--- config.mk ---
export PLATFORM = sky130hd
export DESIGN_NAME = vga_scan_engine
export DESIGN_NICKNAME = d
export VERILOG_FILES = /design/src/rtl/vga_pkg.sv /design/src/rtl/vga_delay_line.sv /design/src/rtl/vga_scan_engine.sv
export SDC_FILE = /design/constraint.sdc
export NUM_CORES = 1
export LEC_CHECK = 0
export ABC_AREA = 1
export BUFFER_PORTS_ARGS = -buffer_cell sky130_fd_sc_hd__buf_4
export CAP_MARGIN = 40
export CORE_MARGIN = 2
export CORE_UTILIZATION = 35
export DETAILED_ROUTE_END_ITERATION = 16
export SLEW_MARGIN = 0
export SYNTH_ARGS = -nofsm -noshare
export SYNTH_HDL_FRONTEND = slang
export SYNTH_HIERARCHICAL = 1
export SYNTH_SLANG_ARGS = --single-unit
--- constraint.sdc ---
create_clock -name vgaclk -period 1.3 [get_ports vgaclk]
set_clock_uncertainty 0.15 [all_clocks]
set_input_delay 0 -clock vgaclk [delete_from_list [all_inputs] [get_ports vgaclk]]
set_output_delay 0 -clock vgaclk [all_outputs]
set_load 0.02 [all_outputs]
--- src/rtl/vga_pkg.sv ---
// Shared raster timing defaults, swap-control states and the sync window helper.
// Combinational helpers only; no latency and no backpressure.
package vga_pkg;

    localparam int DEF_H_ACTIVE = 640;
    localparam int DEF_H_FP     = 16;
    localparam int DEF_H_SYNC   = 96;
    localparam int DEF_H_BP     = 48;
    localparam int DEF_V_ACTIVE = 480;
    localparam int DEF_V_FP     = 10;
    localparam int DEF_V_SYNC   = 2;
    localparam int DEF_V_BP     = 33;
    localparam int CNT_BITS     = 10;

    typedef enum logic {
        SW_IDLE,
        SW_PENDING
    } swap_state_t;

    // True while cnt lies in [start, start+len); the end is computed one bit wider.
    function automatic logic sync_window(input logic [CNT_BITS-1:0] cnt,
                                         input logic [CNT_BITS-1:0] start,
                                         input logic [CNT_BITS-1:0] len);
        logic [CNT_BITS:0] stop;
        stop = {1'b0, start} + {1'b0, len};
        return (cnt >= start) && ({1'b0, cnt} < stop);
    endfunction

endpackage

--- src/rtl/vga_delay_line.sv ---
// Async-reset shift register of DEPTH stages; DEPTH=0 is a pass-through wire.
// Latency DEPTH cycles, no backpressure.
module vga_delay_line #(
    parameter int               WIDTH     = 1,
    parameter int               DEPTH     = 1,
    parameter logic [WIDTH-1:0] RESET_VAL = '0
) (
    input  logic             vgaclk,
    input  logic             reset_n,
    input  logic [WIDTH-1:0] d,
    output logic [WIDTH-1:0] q
);

    generate
        if (DEPTH == 0) begin : g_wire
            logic unused_clk_rst;
            assign unused_clk_rst = vgaclk ^ reset_n;
            assign q = d;
        end else begin : g_shift
            logic [WIDTH-1:0] stage [DEPTH];

            always_ff @(posedge vgaclk or negedge reset_n) begin
                if (!reset_n) begin
                    for (int i = 0; i < DEPTH; i++) stage[i] <= RESET_VAL;
                end else begin
                    stage[0] <= d;
                    for (int i = 1; i < DEPTH; i++) stage[i] <= stage[i-1];
                end
            end

            assign q = stage[DEPTH-1];
        end
    endgenerate

endmodule

--- src/rtl/vga_scan_engine.sv ---
// VGA raster counters, framebuffer read address and frame-aligned bank swap.
// Address/rden 1 cycle after the counters, syncs/blank 1+RD_LAT; free-running, no backpressure.
module vga_scan_engine
    import vga_pkg::*;
#(
    parameter int   H_ACTIVE   = DEF_H_ACTIVE,
    parameter int   H_FP       = DEF_H_FP,
    parameter int   H_SYNC     = DEF_H_SYNC,
    parameter int   H_BP       = DEF_H_BP,
    parameter int   V_ACTIVE   = DEF_V_ACTIVE,
    parameter int   V_FP       = DEF_V_FP,
    parameter int   V_SYNC     = DEF_V_SYNC,
    parameter int   V_BP       = DEF_V_BP,
    parameter logic HSYNC_POL  = 1'b0,
    parameter logic VSYNC_POL  = 1'b0,
    parameter int   SCALE_LOG2 = 2,
    parameter int   XBITS      = 7,
    parameter int   YBITS      = 7,
    parameter int   RD_LAT     = 1
) (
    input  logic                   vgaclk,
    input  logic                   reset_n,
    input  logic                   swap_req,
    output logic                   rden,
    output logic [YBITS+XBITS:0]   rdaddr,
    output logic                   hsync,
    output logic                   vsync,
    output logic                   sync_b,
    output logic                   blank_n,
    output logic                   frame_start,
    output logic                   swap_ack
);

    localparam int H_TOTAL = H_ACTIVE + H_FP + H_SYNC + H_BP;
    localparam int V_TOTAL = V_ACTIVE + V_FP + V_SYNC + V_BP;

    generate
        if (H_TOTAL > 1024 || V_TOTAL > 1024) begin : g_bad_total
            $error("vga_scan_engine: H_TOTAL and V_TOTAL must fit 10-bit counters");
        end
        if (RD_LAT < 0) begin : g_bad_lat
            $error("vga_scan_engine: RD_LAT must be non-negative");
        end
    endgenerate

    localparam logic [CNT_BITS-1:0] H_ACT  = CNT_BITS'(H_ACTIVE);
    localparam logic [CNT_BITS-1:0] H_LAST = CNT_BITS'(H_TOTAL - 1);
    localparam logic [CNT_BITS-1:0] H_SS   = CNT_BITS'(H_ACTIVE + H_FP);
    localparam logic [CNT_BITS-1:0] H_SL   = CNT_BITS'(H_SYNC);
    localparam logic [CNT_BITS-1:0] V_ACT  = CNT_BITS'(V_ACTIVE);
    localparam logic [CNT_BITS-1:0] V_LAST = CNT_BITS'(V_TOTAL - 1);
    localparam logic [CNT_BITS-1:0] V_SS   = CNT_BITS'(V_ACTIVE + V_FP);
    localparam logic [CNT_BITS-1:0] V_SL   = CNT_BITS'(V_SYNC);

    logic [CNT_BITS-1:0] hcnt, vcnt;
    logic                visible, boundary, toggle, bank;
    logic                hs_a, vs_a, sb_a;
    logic [XBITS-1:0]    xaddr;
    logic [YBITS-1:0]    yaddr;
    swap_state_t         state, state_nxt;

    always_ff @(posedge vgaclk or negedge reset_n) begin
        if (!reset_n) begin
            hcnt <= '0;
            vcnt <= '0;
        end else if (hcnt == H_LAST) begin
            hcnt <= '0;
            vcnt <= (vcnt == V_LAST) ? '0 : vcnt + 1'b1;
        end else begin
            hcnt <= hcnt + 1'b1;
        end
    end

    assign visible  = (hcnt < H_ACT) && (vcnt < V_ACT);
    assign boundary = (hcnt == '0) && (vcnt == V_ACT);
    // Excess coordinate bits are dropped so oversized rasters wrap in the buffer.
    assign xaddr    = XBITS'(hcnt >> SCALE_LOG2);
    assign yaddr    = YBITS'(vcnt >> SCALE_LOG2);

    always_ff @(posedge vgaclk or negedge reset_n) begin
        if (!reset_n) state <= SW_IDLE;
        else          state <= state_nxt;
    end

    // A request landing on the blanking-entry cycle toggles immediately.
    always_comb begin
        state_nxt = state;
        toggle    = 1'b0;
        case (state)
            SW_IDLE: begin
                if (boundary && swap_req) toggle = 1'b1;
                else if (swap_req)        state_nxt = SW_PENDING;
            end
            SW_PENDING: begin
                if (boundary) begin
                    toggle    = 1'b1;
                    state_nxt = SW_IDLE;
                end
            end
        endcase
    end

    always_ff @(posedge vgaclk or negedge reset_n) begin
        if (!reset_n) begin
            rden        <= 1'b0;
            rdaddr      <= '0;
            frame_start <= 1'b0;
            swap_ack    <= 1'b0;
            bank        <= 1'b0;
            hs_a        <= ~HSYNC_POL;
            vs_a        <= ~VSYNC_POL;
        end else begin
            rden        <= visible;
            rdaddr      <= visible ? {bank, yaddr, xaddr} : {bank, {(YBITS+XBITS){1'b0}}};
            frame_start <= (hcnt == '0) && (vcnt == '0);
            swap_ack    <= toggle;
            bank        <= bank ^ toggle;
            hs_a        <= sync_window(hcnt, H_SS, H_SL) ? HSYNC_POL : ~HSYNC_POL;
            vs_a        <= sync_window(vcnt, V_SS, V_SL) ? VSYNC_POL : ~VSYNC_POL;
        end
    end

    assign sb_a = ~((hs_a == HSYNC_POL) || (vs_a == VSYNC_POL));

    // Syncs and blank ride alongside the RAM read so they line up with q.
    vga_delay_line #(
        .WIDTH     (4),
        .DEPTH     (RD_LAT),
        .RESET_VAL ({~HSYNC_POL, ~VSYNC_POL, 1'b1, 1'b0})
    ) u_stage_b (
        .vgaclk  (vgaclk),
        .reset_n (reset_n),
        .d       ({hs_a, vs_a, sb_a, rden}),
        .q       ({hsync, vsync, sync_b, blank_n})
    );

endmodule

# Word-level counts from Yosys, hierarchy flattened
# Cells that the tools add are included.
# op_classes
n_mux	12
magnitude_cmp	6
eq_ne	3
add_sub_neg	2
n_reduce_logical	9
shift	0
n_div	0
multipliers	0
bitwise	5
# ops
operator	count
adder 10 x 1 -> 10 bit, second input constant	2
== test 10 bit, second input constant	2
logical NOT 10 bit	2
less-than comparator 10 bit, second input constant	2
less-than comparator 10 x 9 -> 1 bit, second input constant	2
2-to-1 mux 10 bit	2
2-to-1 mux 14 bit	1
== test 10 x 9 -> 1 bit, second input constant	1
greater-or-equal comparator 10 bit, second input constant	1
greater-or-equal comparator 10 x 9 -> 1 bit, second input constant	1
2-to-1 mux 1 bit	7
logical AND 1 bit	6
inverter 1 bit	4
one-hot mux 1 bit (2 select lines)	2
logical OR 1 bit	1
bitwise XOR 1 bit	1
# word_totals
wordCells	48
register_bits	46
input_bits	3
out_inout_bits	22
ramBits	0
latch_bits	0
memories	0
mem_bits_ro	0

# Logic depth before layout (Yosys ltp)
# depth
depth_word	6
depth_mapped	9
ltp_nobuf	9

# By module
# The synthesis kept the hierarchy.
# modules_own_cells
mod	cells_per_inst	area_per_inst_um2	n_inst
vga_scan_engine	217	1894.3	1
vga_delay_line	4	103.8	1

# Least setup slack after synthesis
# No wires, ideal clock.
# synth_path
kind	register to register
from	register hcnt[0]
to	register hcnt[9]
setup_time_ns	0.120
path_buffers	0
t_arrival_ns	1.158
required_ns	1.030
stages_incl_launch_ff	7
setup_slack_ns	-0.128
cell_sequence	dfrtp_1 ha_1 nand4_2 nor2_4 inv_1 o21ai_0 nor2_1
# synth_between
elab_chain_cells	2
elab_cells_between_ends	3
# synth_lines
element	line_no	rtl
start: declaration	vga_scan_engine.sv:55	logic [CNT_BITS-1:0] hcnt, vcnt;
start signal: assignment	vga_scan_engine.sv:70	hcnt <= hcnt + 1'b1;
adder 10 x 1 -> 10 bit / == test 10 bit (equally long branches)	vga_scan_engine.sv:70, vga_scan_engine.sv:66	
2-to-1 mux 10 bit (*)	vga_scan_engine.sv:66	end else if (hcnt == H_LAST) begin
# Mark *: on every way between the ends. The rest lies on a longest branch, timed or not.
# A chain may end at the register's enable or synchronous reset.

# Worst setup path after layout
# layout_path
from	register hcnt[0]
to	register bank
# layout_between
elab_chain_cells	6
elab_cells_between_ends	7
# layout_lines
element	line_no	rtl
logical NOT 10 bit (*)	vga_scan_engine.sv:75	assign boundary = (hcnt == '0) && (vcnt == V_ACT);
logical AND 1 bit (*)	vga_scan_engine.sv:75	
logical AND 1 bit	vga_scan_engine.sv:91	if (boundary && swap_req) toggle = 1'b1;
2-to-1 mux 1 bit	vga_scan_engine.sv:91	
one-hot mux 1 bit (2 select lines) (*)	vga_scan_engine.sv:89	case (state)
bitwise XOR 1 bit (*)	vga_scan_engine.sv:117	bank <= bank ^ toggle;
end signal: assignment	vga_scan_engine.sv:117	
end: declaration	vga_scan_engine.sv:56	logic visible, boundary, toggle, bank;
# Marks and branches as above.

==> run metrics <==
crit path max fanout=3; setup ws final=-161.8 ps; # clock sinks=46; r2r startpoint=hcnt[0]; TritonCTS buffer count=5; crit path kind=flop to flop; Cell Area, Synth=1998 um2; global-route wire length before repair=between 7000 and 8000 um; crit-path cells=inv_1 -> ha_1 -> nand2_1 -> nor2_2 -> nand2_2 -> nor2_4 -> nand3_2 -> nand2_1 -> nand2_1; reg2reg end=bank; Max IR drop VDD=445.9 uV; post-synth cell types=20; register area share after synthesis=~58%; worst reg2reg path depth=9; CP peak stage delay=about 420 ps; antenna diode count=0; CTS tree=yes; HP Class=input port to asynchronous set/reset pin; Reg clk slew, reported paths=around 80 ps; clock latency at the later pin of the worst-skew pair=~300 ps; Die Width=79.56 um; Root Buffer=clkbuf_8; most used cell along the critical path=nand2_1; actual slew at the worst max-slew pin=566.4 ps; Ports=25; GRT Total Usage=about 14%; crit start category=flop; largest net degree at the start of global routing=47; global route overflow=0; Port Buf Inserts=24; Initial Utilization=between 30% and 40%; multi-input logic area=842.1 um2; DR WL/cell=11.38 um; crit path time final=1462 ps; vias per inst=around 4.4; Vias=1671; # fillers=510; Final Util=between 50% and 60%; Layout area overhead=48.09%; commonest cells after routing, fill and taps aside=buf_4, dfrtp_1, inv_1, nand2_1, nor2_1; Max Cap Viol=0; layout net count=311; DRT Wirelength=4291 um; Slew Viols, Final=0; Die H=79.56 um; run status=finished, violations left; core box area=5507 um2; maximum clock path buffer count=2; worst hold margin=84.99 ps; cell area power density=780.9 nW/um2; Seq cells post-synth=46; CP max-delay cell=dfrtp_1; register area=1157 um2; yosys warns=6; antenna violations before repair=0; period utilisation layout=112.4%; DRC=0; Required @ worst endpoint=between 1000 and 1500 ps; hold violation total from the final report=0; Iteration-0 DRC Markers=84; Data arrival, critical path=1510 ps; Leak=1.524 nW; H-tree levels=2; setup violators final=36; antenna violation net count after detailed routing=0; Synthesized Nets=between 200 and 250; R2R Setup Slk=-160 ps; Routability Congestion=0.8342; RSZ-0062 raised after global routing=true; die footprint=between 6000 and 7000 um2; maximum clock frequency=684.1 MHz; share of layout cells above drive strength 1=around 44%; nature of the critical path endpoint=flop; violated checks=negative setup slack; detailed-placement wirelength estimate=3038 um; Max-slew headroom=62.24%; Core Rows=27; Post-Place Cell Area=about 2600 um2; vias in the first global route=roughly 1.6k; Avg Inst Size Synth=9.041 um2; Syn Inst Count=221; commonest non-fill, non-tap cell in the layout=buf_4; fin area=~3000 um2; DRT Pass-1 Iters=4
[cells in the mapped netlist]
library cell  instances  area, um2
dfrtp_1              41       1026
o21ai_0               5      25.02
nor3_1                4      20.02
dfstp_2               5      131.4
nor2_4                1      11.26
nand3_1              17      85.08
buf_6                 1      11.26
inv_1                40      150.1
ha_1                  4      50.05
nand4_1               7      43.79
nor2_2                4      25.02
o21ai_1               2      10.01
nand2_1              40      150.1
nor2_1               35      131.4
a211o_1               1      8.760
xor2_1                8      70.07
nand2_2               1      6.260
nand4_2               2      25.02
a21oi_1               2      10.01
buf_4                 1      7.510
[worst max-delay path: cells and delay by family (launching register included)]
family	cells	cell delay, ps
buf+inv	1	70
simple gates	7	580
flops	1	420
fa+ha+maj	1	140
[how the worst max path moves through the flow]
stage	end	from	slack (ps)	cells past startpoint
floorplan	bank	hcnt[0]	-70	9
global placement	hcnt[9]	hcnt[1]	-140	6
detailed placement	bank	vcnt[1]	-150	7
CTS	bank	hcnt[0]	-150	9
global route	bank	hcnt[0]	-290	9
finish	bank	hcnt[0]	-160	9
[power by group]
group          total (mW)  internal [mW]  leakage, nW         switching [mW]
registers            1.43           1.43        0.585  0.0000000000000000147
logic              0.0352        0.00777        0.894                 0.0274
clock network       0.845          0.373       0.0450                  0.472
total                2.31           1.81         1.52                  0.500
[per-stage QoR]
step | TNS [ps] | total power [mW] | std cells | setup slack, ps
floorplan | -71.46 | 1.459 | 221 | -66.04
global placement | -2176 | 1.491 | 357 | -144.3
detailed placement | -2362 | 1.492 | 357 | -151.2
CTS | -2180 | 2.353 | 375 | -149.4
global route | -5348 | 2.392 | 377 | -293.0
finish | -2838 | 2.311 | 377 | -161.8
[what timing repair did]
action                                  4_1_cts  5_1_grt
setup buffers                                 8        3
endpoints found under the hold margin        49        0
hold buffers                                  2        0
resized for setup                            27       24
pin swaps                                    12       16
endpoints found under the setup margin       36       38
[logic make-up (layout without fill, tap and decap cells)]
kind of cell | after synthesis | after routing | synth area share (%)
buffers and inverters | 42 | 126 | 8.453
AND/OR/NAND/NOR | 111 | 111 | 24.92
AO/OA/AOI/OAI | 10 | 10 | 2.692
adder cells (fa/ha/maj) | 4 | 4 | 2.505
flip-flops | 46 | 46 | 57.92
XOR/XNOR | 8 | 8 | 3.507
[flip-flops by register name (all words and copies together) (netlist names)]
| signal | flops |
|---|---|
| hs_a | 1 |
| swap_ack | 1 |
| bank | 1 |
| u_stage_b/q | 4 |
| rden | 1 |
| rdaddr | 15 |
| hcnt | 10 |
| frame_start | 1 |
| state | 1 |
| vcnt | 10 |
| vs_a | 1 |
[area by class of cell]
class	count	area share, %
clock buffers	6	2.452
clock inverters	2	0.3383
inverters	40	5.328
multi-input cells	133	28.46
flip-flops and latches	46	39.11
well taps	72	3.044
repair buffers	78	21.27
[metal layers]
metal	track usage (%)	wire length, um
met1	18.68	2005
met2	23.36	2035
met3	3.167	174
met4	5.517	75
met5	0	0
(Power assumes the default switching activity.)
